==> config.mk <==
export PLATFORM = sky130hd
export DESIGN_NAME = ram_arbiter
export DESIGN_NICKNAME = d
export VERILOG_FILES = /design/src/rtl/ram_arbiter.sv
export SDC_FILE = /design/constraint.sdc
export NUM_CORES = 1
export LEC_CHECK = 0
export CAP_MARGIN = 0
export CELL_PAD_IN_SITES_DETAIL_PLACEMENT = 1
export CELL_PAD_IN_SITES_GLOBAL_PLACEMENT = 1
export CORE_MARGIN = 2
export CORE_UTILIZATION = 28
export DETAILED_ROUTE_END_ITERATION = 8
export GPL_ROUTABILITY_DRIVEN = 0
export PLACE_DENSITY_LB_ADDON = 0.1
export SLEW_MARGIN = 10
export SYNTH_ARGS = -nofsm -noshare
export SYNTH_HDL_FRONTEND = slang
export SYNTH_SLANG_ARGS = --single-unit
export TNS_END_PERCENT = 50
==> constraint.sdc <==
create_clock -name clk -period 2.1 [get_ports clk]
set_input_delay 0.21 -clock clk [delete_from_list [all_inputs] [get_ports clk]]
set_output_delay 0.21 -clock clk [all_outputs]
set_load 0.005 [all_outputs]
==> src/rtl/ram_arbiter.sv <==
// Two-requester round-robin arbiter in front of a single-port superRam.
// One access is outstanding at a time; writes take IDLE->ACCESS->IDLE,
// reads take IDLE->ACCESS->WAIT->DONE->IDLE and return masked data on rdata.
module ram_arbiter (
   input  logic        clk,
   input  logic        nRst,
   input  logic        req0,
   input  logic        req1,
   input  logic        we0,
   input  logic        we1,
   input  logic [7:0]  addr0,
   input  logic [7:0]  addr1,
   input  logic [2:0]  spam0,
   input  logic [2:0]  spam1,
   input  logic [63:0] wdata0,
   input  logic [63:0] wdata1,
   output logic        gnt0,
   output logic        gnt1,
   output logic        rvalid0,
   output logic        rvalid1,
   output logic [63:0] rdata,
   output logic        busy,
   output logic [7:0]  ramAddress,
   output logic [2:0]  ramSpam,
   output logic [63:0] ramDataIn,
   output logic        ramWren,
   input  logic [63:0] ramDataOut
);

   localparam int unsigned ADDR_W  = 8;
   localparam int unsigned SPAM_W  = 3;
   localparam int unsigned DATA_W  = 64;
   localparam int unsigned N_BYTES = DATA_W / 8;

   typedef enum logic [1:0] {
      S_IDLE   = 2'd0,
      S_ACCESS = 2'd1,
      S_WAIT   = 2'd2,
      S_DONE   = 2'd3
   } state_t;

   state_t              state_q, state_d;
   logic                last_grant_q, last_grant_d;
   logic                winner_q, winner_d;
   logic                we_q, we_d;
   logic [ADDR_W-1:0]   addr_q, addr_d;
   logic [SPAM_W-1:0]   spam_q, spam_d;
   logic [DATA_W-1:0]   wdata_q, wdata_d;
   logic [DATA_W-1:0]   rdata_q, rdata_d;
   logic                gnt0_q, gnt0_d;
   logic                gnt1_q, gnt1_d;
   logic                rvalid0_q, rvalid0_d;
   logic                rvalid1_q, rvalid1_d;
   logic                busy_q, busy_d;
   logic                wren_q, wren_d;
   logic                pick_c;

   // Zero every byte above the highest active byte index; byte 0 always passes.
   function automatic logic [DATA_W-1:0] byte_mask(input logic [DATA_W-1:0] d,
                                                   input logic [SPAM_W-1:0] spam);
      logic [DATA_W-1:0] m;
      m = d;
      for (int k = 0; k < int'(N_BYTES); k++) begin
         if (SPAM_W'(k) > spam) m[8*k +: 8] = 8'h00;
      end
      return m;
   endfunction

   // Round-robin winner: a lone request wins, a tie goes to the one not granted last.
   assign pick_c = (req0 && req1) ? ~last_grant_q : req1;

   // Next-state, latching and output decode.
   always_comb begin
      state_d      = state_q;
      last_grant_d = last_grant_q;
      winner_d     = winner_q;
      we_d         = we_q;
      addr_d       = addr_q;
      spam_d       = spam_q;
      wdata_d      = wdata_q;
      rdata_d      = rdata_q;
      gnt0_d       = 1'b0;
      gnt1_d       = 1'b0;
      rvalid0_d    = 1'b0;
      rvalid1_d    = 1'b0;
      wren_d       = 1'b0;

      unique case (state_q)
         S_IDLE: begin
            if (req0 || req1) begin
               winner_d     = pick_c;
               last_grant_d = pick_c;
               we_d         = pick_c ? we1   : we0;
               addr_d       = pick_c ? addr1 : addr0;
               spam_d       = pick_c ? spam1 : spam0;
               wdata_d      = pick_c ? byte_mask(wdata1, spam1) : byte_mask(wdata0, spam0);
               gnt0_d       = ~pick_c;
               gnt1_d       = pick_c;
               wren_d       = pick_c ? we1 : we0;
               state_d      = S_ACCESS;
            end
         end
         S_ACCESS: state_d = we_q ? S_IDLE : S_WAIT;
         S_WAIT:   state_d = S_DONE;
         S_DONE: begin
            rdata_d   = byte_mask(ramDataOut, spam_q);
            rvalid0_d = ~winner_q;
            rvalid1_d = winner_q;
            state_d   = S_IDLE;
         end
         default:  state_d = S_IDLE;
      endcase

      busy_d = (state_d != S_IDLE);
   end

   // State and registered outputs; reset aborts any access in flight.
   always_ff @(posedge clk or negedge nRst) begin
      if (!nRst) begin
         state_q      <= S_IDLE;
         last_grant_q <= 1'b1;
         winner_q     <= 1'b0;
         we_q         <= 1'b0;
         addr_q       <= '0;
         spam_q       <= '0;
         wdata_q      <= '0;
         rdata_q      <= '0;
         gnt0_q       <= 1'b0;
         gnt1_q       <= 1'b0;
         rvalid0_q    <= 1'b0;
         rvalid1_q    <= 1'b0;
         busy_q       <= 1'b0;
         wren_q       <= 1'b0;
      end else begin
         state_q      <= state_d;
         last_grant_q <= last_grant_d;
         winner_q     <= winner_d;
         we_q         <= we_d;
         addr_q       <= addr_d;
         spam_q       <= spam_d;
         wdata_q      <= wdata_d;
         rdata_q      <= rdata_d;
         gnt0_q       <= gnt0_d;
         gnt1_q       <= gnt1_d;
         rvalid0_q    <= rvalid0_d;
         rvalid1_q    <= rvalid1_d;
         busy_q       <= busy_d;
         wren_q       <= wren_d;
      end
   end

   assign gnt0       = gnt0_q;
   assign gnt1       = gnt1_q;
   assign rvalid0    = rvalid0_q;
   assign rvalid1    = rvalid1_q;
   assign rdata      = rdata_q;
   assign busy       = busy_q;
   assign ramAddress = addr_q;
   assign ramSpam    = spam_q;
   assign ramDataIn  = wdata_q;
   assign ramWren    = wren_q;

endmodule

==> results of run 1 <==
cells in the final DEF (no fill, tap or decap), types with 16 or more instances in the layout:
cell type        count
clkdlybuf4s50_1    363
dfrtp_1            149
a221o_1             51
a22o_1              48
nand2_1             38
and3_1              28
buf_4               28
a21boi_0            24
o21ai_0             24
inv_1               19
clkbuf_16           17
nand3_1             16
o221ai_1            16
path summary, 6_finish.rpt:
| path | end | slack (ns) |
|---|---|---|
| setup / recovery | ramDataIn[30]$_DFFE_PN0P_ | 0.04 |
| hold reg to reg | rvalid0$_DFF_PN0_ | 0.46 |
| hold / removal | rdata[51]$_DFFE_PN0N_ | 0.35 |
| setup reg to reg | ramDataIn[30]$_DFFE_PN0P_ | 0.04 |
| max in group asynchronous | ramDataIn[3]$_DFFE_PN0P_ | 1.06 |
| min in group clk | rdata[33]$_DFFE_PN0N_ | 0.37 |
layout make-up:
class	count	share of cell area (%)
Timing Repair Buffer	398	35.63
Sequential cell	150	33.74
Multi-Input combinational cell	324	21.28
Clock buffer	19	3.980
Tap cell	285	3.204
Clock inverter	12	1.506
Inverter	19	0.6408
Antenna cell	1	0.02248
per-layer routing:
layer	up-vias	wire, um	global-route usage [%]
li1	2801	-	-
met1	3117	10350	25.52
met2	245	13060	37.19
met3	28	1655	5.738
met4	0	479	6.129
met5	-	0	0
sequential cells by signal, indices dropped and copies added (netlist names):
register	flops
busy	1
gnt0	1
gnt1	1
last_grant_q	1
ramAddress	8
ramDataIn	64
ramSpam	3
ramWren	1
rdata	64
rvalid0	1
rvalid1	1
state_q	2
we_q	1
winner_q	1
power breakdown:
| group | leakage, nW | total, mW | switching [mW] | internal (mW) |
|---|---|---|---|---|
| clock | 0.295 | 3.19 | 1.27 | 1.92 |
| combinational | 2.61 | 6.18 | 2.50 | 3.68 |
| sequential | 1.92 | 4.85 | 0.741 | 4.11 |
| total | 4.83 | 14.2 | 4.51 | 9.72 |
metrics by stage:
stage                     util (%)  hold WS [ns]  setup slack (ns)  TNS [ns]  cell area, um^2
after floorplan                  -      -0.08559            0.3932         0             6389
after global placement       46.69        0.2610           0.04377         0            10510
after detailed placement     46.69        0.2552          -0.04169   -0.2649            10510
after CTS                    49.45        0.3504            0.1093         0            11130
after global routing         49.45        0.3756           0.02080         0            11130
final                        49.46        0.3469           0.04474         0            11130
cells by family (layout without fill, tap and decap cells):
kind of cell / Yosys count / after routing
AOI/OAI and AO/OA: 190 / 190
DFF: 150 / 150
and+or+nand+nor: 125 / 125
buffers and inverters: 65 / 448
muxes: 9 / 9
other: 0 / 1
repair_timing:
item                                   CTS  global route
setup endpoints to repair                0             0
endpoints found under the hold margin   58             0
hold buffers                             1             0
==> flow_summary.json, run 1 <==
{
  "power_per_cell_area_nw_per_um2": 1278,
  "start_util_pct": 28.39,
  "leakage_nw": 4.832,
  "dieArea_um2": 24040,
  "firstDrtPassIters": 4,
  "multiInputGateArea_um2": 2369,
  "fin_crit_sh_pct": 97.87,
  "fp.dieH_um": 155.1,
  "yosys-top-cells-count": "149 x dfrtp_1, 51 x a221o_1, 48 x a22o_1, 39 x nand2_1, 32 x clkbuf_1",
  "track_usage_pct": 21.19,
  "antenna_found_initial": 0,
  "cp_slowest_cell": "nor4_2",
  "ys.flop_type": "dfrtp_1",
  "setup_viol": 0,
  "path_depth": 3,
  "fmax_mhz": 486.6,
  "worst_setup_path_start_kind": "register",
  "drt-vias-per-instance": 5.125,
  "hold_viol": 0,
  "synthSimpleGateAreaFrac_pct": 11.01,
  "synth.area.mux_share_pct": 1.567,
  "worstPathArrival_ns": 2.41,
  "grt_setup_unrepaired": "false",
  "seq_area_frac_synth_pct": 58.77,
  "layoutNonFillerInstCount": 1208,
  "drt_iter0_drc": 354,
  "synth_top_family_by_area": "compound AO/OA/AOI/OAI gates",
  "async_flop_share_pct": 100.0,
  "reg2reg_depth": 3,
  "postCtsSetupBuffers": 0,
  "slew_headroom_pct": 29.04,
  "crit_type": "register to register",
  "worst-path-buf-inv": 0,
  "yosysTopAreaCellShare_pct": 58.36,
  "avgSynthCellArea_um2": 11.85,
  "antenna_left": 0,
  "synth_area_um2": 6389,
  "vias": 6191,
  "path_clk_slew_ns": 0.07,
  "skew_ns": 0.008392,
  "drv_slew": 0,
  "yosys_register_bits": 150,
  "cts_resized": 0,
  "synth_adder_area_share_pct": 0,
  "grt_pass1_vias": 6782,
  "r2r_start": "last_grant_q$_DFFE_PN1P_",
  "cts_tree": "done",
  "area_growth_pct": 74.21,
  "netlist_instances": 539,
  "io_pins": 365,
  "cpLargestDelayFamily": "simple AND/OR/NAND/NOR gates",
  "yosysWarnings": 0,
  "grt_overflow": 0,
  "crit_start": "last_grant_q$_DFFE_PN1P_",
  "crit_chain": "and2b_1 -> nor4_2 -> a221o_1",
  "critPathMaxFanout": 8,
  "root_buffer": "clkbuf_16",
  "synth_top_cell_by_area": "dfrtp_1",
  "io_buffers": 364,
  "drt-wirelength-per-cell_um": 21.15,
  "cp-end-kind": "register",
  "cts-buffers-inserted": 17,
  "synth.net_count": 759,
  "grt_pass1_wl_um": 39470,
  "fin_crit_ns": 2.055,
  "tightest_slew_ns": 1.056,
  "ff_latch_area_um2": 3755,
  "core_um2": 22500,
  "hpwl_um": 19260,
  "fillers": 2361,
  "peakVddDrop_mv": 0.4450,
  "grt_max_degree": 65,
  "die_w_um": 155.1,
  "drc_errors": 0,
  "synth_edf_count": 0,
  "synth_most_common_cell": "dfrtp_1",
  "synth-compound-area-share_pct": 24.21,
  "drive_gt1_share_pct": 9.653,
  "core.rowCount": 55,
  "status": "completed",
  "htreeDepth": 4,
  "synth_xor_area_share_pct": 0,
  "clk_latency_ns": 0.42,
  "final_nets": 1130,
  "dp_cells": 1175,
  "yosys.cell_types.count": 39,
  "max_stage_delay_ns": 0.88,
  "worstPathRequired_ns": 2.46,
  "cts.sinks": 150,
  "fin_total_pwr_mw": 14.23,
  "clk_path_buf_depth": 2,
  "cap_violations": 0,
  "min_path_type": "input port to async pin",
  "drt-total-wl_um": 25550,
  "synthTopCellsByArea": "dfrtp_1 58%, a221o_1 8.0%, a22o_1 6.6%"
}
(Power assumes the default switching activity.)
==> inputs of run 2 (changes only) <==
--- a/config.mk
+++ b/config.mk
@@ -19,2 +19 @@
 export SYNTH_SLANG_ARGS = --single-unit
-export TNS_END_PERCENT = 50
==> constraint.sdc (replaced) <==
create_clock -name clk -period 2.1 [get_ports clk]
set_input_delay 0.525 -clock clk [delete_from_list [all_inputs] [get_ports clk]]
set_output_delay 0.525 -clock clk [all_outputs]
set_load 0.005 [all_outputs]
==> flow_summary.json, run 2 (synthesis gave the netlist of run 1 again) <==
{
  "leakage_nw": 4.827,
  "core.rowCount": 55,
  "htreeDepth": 4,
  "sw_frac_of_total_pct": 31.84,
  "skew_ns": 0.01161,
  "cp-end-kind": "output pin",
  "cts_resized": 0,
  "root_buffer": "clkbuf_16",
  "fin_crit_sh_pct": 96.76,
  "status": "completed",
  "cts.sinks": 150,
  "cpLargestDelayFamily": "buffers and inverters",
  "grt.busiest_layer": "met2",
  "stdcell_area_um2": 11120,
  "cp_slowest_cell": "clkdlybuf4s50_1",
  "pwr-share-comb_pct": 43.8,
  "use_met1_pct": 25.36,
  "fin_crit_ns": 2.032,
  "peakVddDrop_mv": 0.5186,
  "place_area_um2": 10550,
  "timing.hold.ws_ns": 0.05961,
  "area_growth_pct": 74.13,
  "layout_common_cells": "363 x clkdlybuf4s50_1, 149 x dfrtp_1, 51 x a221o_1",
  "antenna_left": 0,
  "drv_slew": 0,
  "antenna_found_initial": 1,
  "track_usage_pct": 21.11,
  "power_per_cell_area_nw_per_um2": 1265,
  "die_w_um": 155.1,
  "fmax_mhz": 492.1,
  "drive_gt1_share_pct": 9.946,
  "path_clk_slew_ns": 0.06,
  "tightest_slew_ns": 0.6892,
  "final_nets": 1133,
  "hpwl_um": 19230,
  "drt-vias-per-instance": 5.132,
  "crit_chain": "clkdlybuf4s50_1",
  "min_path_type": "input port to async pin",
  "io_pins": 365,
  "drt_iter0_drc": 241,
  "clk_latency_ns": 0.42,
  "postCtsSetupBuffers": 0,
  "grt_overflow": 0,
  "dieArea_um2": 24040,
  "worst-path-buf-inv": 1,
  "fillers": 2383,
  "finalWorstSetupSlack_ns": 0.06800,
  "clk_path_buf_depth": 2,
  "p_seq_share_pct": 34.9,
  "grt_pass1_vias": 6917,
  "critPathMaxFanout": 7,
  "gr-usage-met3_pct": 5.181,
  "drt-wirelength-per-cell_um": 21.13,
  "firstDrtPassIters": 4,
  "met2_usage_pct": 36.85,
  "crit_type": "register to output pin",
  "p_int_mw": 9.592,
  "start_util_pct": 28.39,
  "slew_headroom_pct": 53.89,
  "io_buffers": 364,
  "max_stage_delay_ns": 0.60,
  "clkPwrFrac_pct": 21.4,
  "cts_tree": "done",
  "drc_errors": 0,
  "cap_violations": 0,
  "grt_max_degree": 56,
  "worstPathRequired_ns": 1.57,
  "worst_setup_path_start_kind": "register",
  "cts-buffers-inserted": 17,
  "p_sw_mw": 4.482,
  "worstPathArrival_ns": 1.51,
  "vias": 6215,
  "final_common_cell": "clkdlybuf4s50_1",
  "fin_setup_tns_ns": 0,
  "dp_worst_setup_slack_ns": -0.2573,
  "final_util_pct": 49.44,
  "fp.dieH_um": 155.1,
  "drt-total-wl_um": 25590,
  "hold_viol": 0,
  "grt_pass1_wl_um": 39480,
  "grt_setup_unrepaired": "false",
  "cts_hold_buf": 0,
  "core_um2": 22500,
  "setup_viol": 0
}
-- run 2: changes by cell type in the layout (fill, tap and decap cells not counted), sizes merged --
cell	delta
dlygate4sd3	-1
bufinv	-1
inv	-3
clkbuf	+1
clkinvlp	+3
buf	+4
-- run 2: routing by layer --
| metal | wire (um) | share of wire [%] |
|---|---|---|
| met2 | 12920 | 50 |
| met3 | 1568 | 6.1 |
| met5 | 0 | 0 |
| met1 | 10350 | 40 |
| met4 | 745 | 2.9 |
-- run 2: path summary, 6_finish.rpt --
path | start | end | slack [ns] | cells after the start
setup / recovery | ramSpam[1]$_DFFE_PN0P_ | ramSpam[1] | 0.07 | 1
hold / removal | nRst | rdata[57]$_DFFE_PN0N_ | 0.06 | 1
setup reg to reg | state_q[1]$_DFF_PN0_ | ramDataIn[25]$_DFFE_PN0P_ | 0.23 | 5
hold reg to reg | winner_q$_DFFE_PN0P_ | rvalid0$_DFF_PN0_ | 0.47 | 1
max in group asynchronous | nRst | ramDataIn[14]$_DFFE_PN0P_ | 1.32 | 2
min in group clk | winner_q$_DFFE_PN0P_ | rvalid0$_DFF_PN0_ | 0.47 | 1
-- run 2: power groups by stage --
stage / Sequential (mW) / Combinational [mW] / Clock, mW
floorplan: 4.84 / 2.36 / 0
global placement: 4.88 / 6.03 / 0
detailed placement: 4.93 / 6.22 / 0
CTS: 4.91 / 6.25 / 3.09
global route: 5.05 / 6.65 / 3.24
finish: 4.91 / 6.16 / 3.01
-- run 2: cell type report --
cell class | instances | area [um^2] | share of cell area [%]
timing repair buffer | 401 | 3998 | 35.94
sequential | 150 | 3755 | 33.75
multi-input combinational | 324 | 2369 | 21.29
clock buffer | 20 | 446.7 | 4.015
tap | 285 | 356.6 | 3.205
clock inverter | 11 | 126.4 | 1.136
inverter | 19 | 71.32 | 0.6411
antenna | 1 | 2.502 | 0.02249
-- run 2: metrics by stage --
stage | instances | power, mW
final | 1211 | 14.07
after global placement | 1179 | 10.91
after detailed placement | 1179 | 11.15
after global routing | 1211 | 14.94
after CTS | 1210 | 14.26
after floorplan | 539 | 7.201
==> RTL edit: new RTL, config.mk and constraints of run 2 <==
`rdata_q` no longer has a reset.
--- a/src/rtl/ram_arbiter.sv
+++ b/src/rtl/ram_arbiter.sv
@@ -125,5 +125,4 @@
          spam_q       <= '0;
          wdata_q      <= '0;
-         rdata_q      <= '0;
          gnt0_q       <= 1'b0;
          gnt1_q       <= 1'b0;
@@ -140,5 +139,4 @@
          spam_q       <= spam_d;
          wdata_q      <= wdata_d;
-         rdata_q      <= rdata_d;
          gnt0_q       <= gnt0_d;
          gnt1_q       <= gnt1_d;
@@ -148,4 +146,8 @@
          wren_q       <= wren_d;
       end
+   end
+
+   always_ff @(posedge clk) begin
+      rdata_q <= rdata_d;
    end
 
Formal check against the unedited RTL: not equivalent (Yosys sat finds a counterexample within 10 cycles, from zero or initial values and one cycle with nRst low; the reset may be asserted at any time).
==> RTL edit against run 2 <==
- register-to-register slack better by 0.07 ns
- setup slack gained 0.026 ns
- synthesized cell count fell by 5.4%
- area after synthesis grew 0.69%
- final cell count fell by 2.3%
- total power fell by 3.1%
- clock power is 7.6% higher
- wire length is 2.3% lower
- cell area grew 0.79%
- sequential cell count is the same
- critical path type is now in -> reg
- critical endpoint is now ramDataIn[12]
- highest routed layer is now met5
==> RTL edit: results (changes against run 2) <==
Outcome -> finished clean
Bufs w/o clock -> 402 (+0.25%)
Final Net Count -> 1105 (-2.5%)
WL final -> 25010 um (-2.3%)
Worst EP arrival -> 2.36 ns (+0.85 ns)
Switching Power -> 4.271 mW (-4.7%)
Register area share after synthesis -> 0.6335 (+0.04579)
#MultiIn Comb -> 303 (-6.5%)
Clock buffer cells -> 17 (-15%)
Global-route wire length before repair -> 37930 um (-3.9%)
Largest cells by area after synthesis -> dfrtp_1 (33%), edfxtp_1 (30%), a221o_1 (7.9%), a21boi_0 (3.7%), and3_1 (3.5%)
Vias in the first global route -> 6464 (-6.5%)
Async SR Flop Fraction -> 0.5733 (-0.4267)
DR vias -> 5924 (-4.7%)
Peak supply drop -> 0.0004766 V (-8.1%)
Worst R2R Start -> last_grant_q
Post-synth EDFFs -> 64 (+64)
Fraction of area in registers -> 0.3635 (+0.02593)
Diodes inserted -> 0 (-1)
Layout filler cell count -> 2346 (-1.6%)
R2R depth -> 3 (-2)
Largest net degree at the start of global routing -> 66 (+18%)
Syn nets -> 730 (-3.8%)
Pre-CTS setup slack -> -0.3489 ns (-0.09154 ns)
Crit path max fanout -> 8 (+1)
Layout clock area frac -> 0.05490 (+0.003392)
Multi-input gate area -> 0.002135 mm^2 (-9.9%)
Worst Setup SP -> req0
Non-clock inverter count in the final layout -> 11 (-8)
Pleak -> 4.514 nW (-6.5%)
GRT Total Usage -> 0.2059 (-0.005262)
R2R setup slack -> 0.30 ns (+0.07 ns)
Relative slew slack -> 0.4286 (-0.1103)
Fraction of final layout cells sized beyond drive strength 1 -> 0.09577 (-0.003691)
Detail Placement HPWL -> 18910 um (-1.7%)
Synth top cells by count -> dfrtp_1 (85), edfxtp_1 (64), a221o_1 (51)
Data buffer area share -> 0.3558 (-0.003588)
R2R Path End -> ramDataIn[12]
Setup Skew -> 0.009392 ns (-0.002215 ns)
Fin crit period -> 2.006 ns (-0.02613 ns)
Setup tns final -> 0 ns (unchanged)
Distinct cells, synth -> 42 (+7.7%)
==> RTL edit: worst max-delay path by stage <==
stage,to,cells past startpoint
after global routing,ramDataIn[12],4
after global placement,ramDataIn[13],4
after CTS,ramDataIn[12],4
after floorplan,rdata[0],1
after detailed placement,ramDataIn[12],4
final,ramDataIn[12],4
==> RTL edit: stage by stage <==
stage | instances | hold WS (ns) | instance area [um^2]
global route | 1183 | 0.03753 | 11210
detailed placement | 1151 | 0.4448 | 10600
global placement | 1151 | 0.4377 | 10600
finish | 1183 | 0.03056 | 11210
CTS | 1183 | 0.02662 | 11210
floorplan | 510 | 0.2294 | 6434
==> RTL edit: kinds of logic (layout without fill, tap and decap cells) <==
family	after synthesis	count (layout)	synth area share
and+or+nand+nor	165	165	0.1562
muxes	1	1	0.001751
buffers and inverters	57	445	0.03774
AOI/OAI and AO/OA	137	137	0.1708
DFF	150	150	0.6335
==> RTL edit: worst max-delay path: stages <==
cell and delay, ns:
clkdlybuf4s50_1 0.60, inv_1 0.16, nor4_2 0.79, a221o_1 0.28
==> RTL edit: power by group through the flow <==
| stage | clock [mW] | sequential, mW | combinational, mW |
|---|---|---|---|
| after floorplan | 0 | 4.93 | 2.02 |
| final | 3.24 | 4.82 | 5.59 |
| after global routing | 3.44 | 4.94 | 6.06 |
| after CTS | 3.33 | 4.83 | 5.66 |
| after detailed placement | 0 | 4.86 | 5.65 |
| after global placement | 0 | 4.84 | 5.49 |
==> RTL edit: per-layer routing <==
metal	track usage	up-vias	wire (um)
met4	0.08869	2	877
met3	0.06028	48	1782
li1	-	2707	-
met1	0.2497	2897	10070
met5	0	-	12
met2	0.3418	270	12270
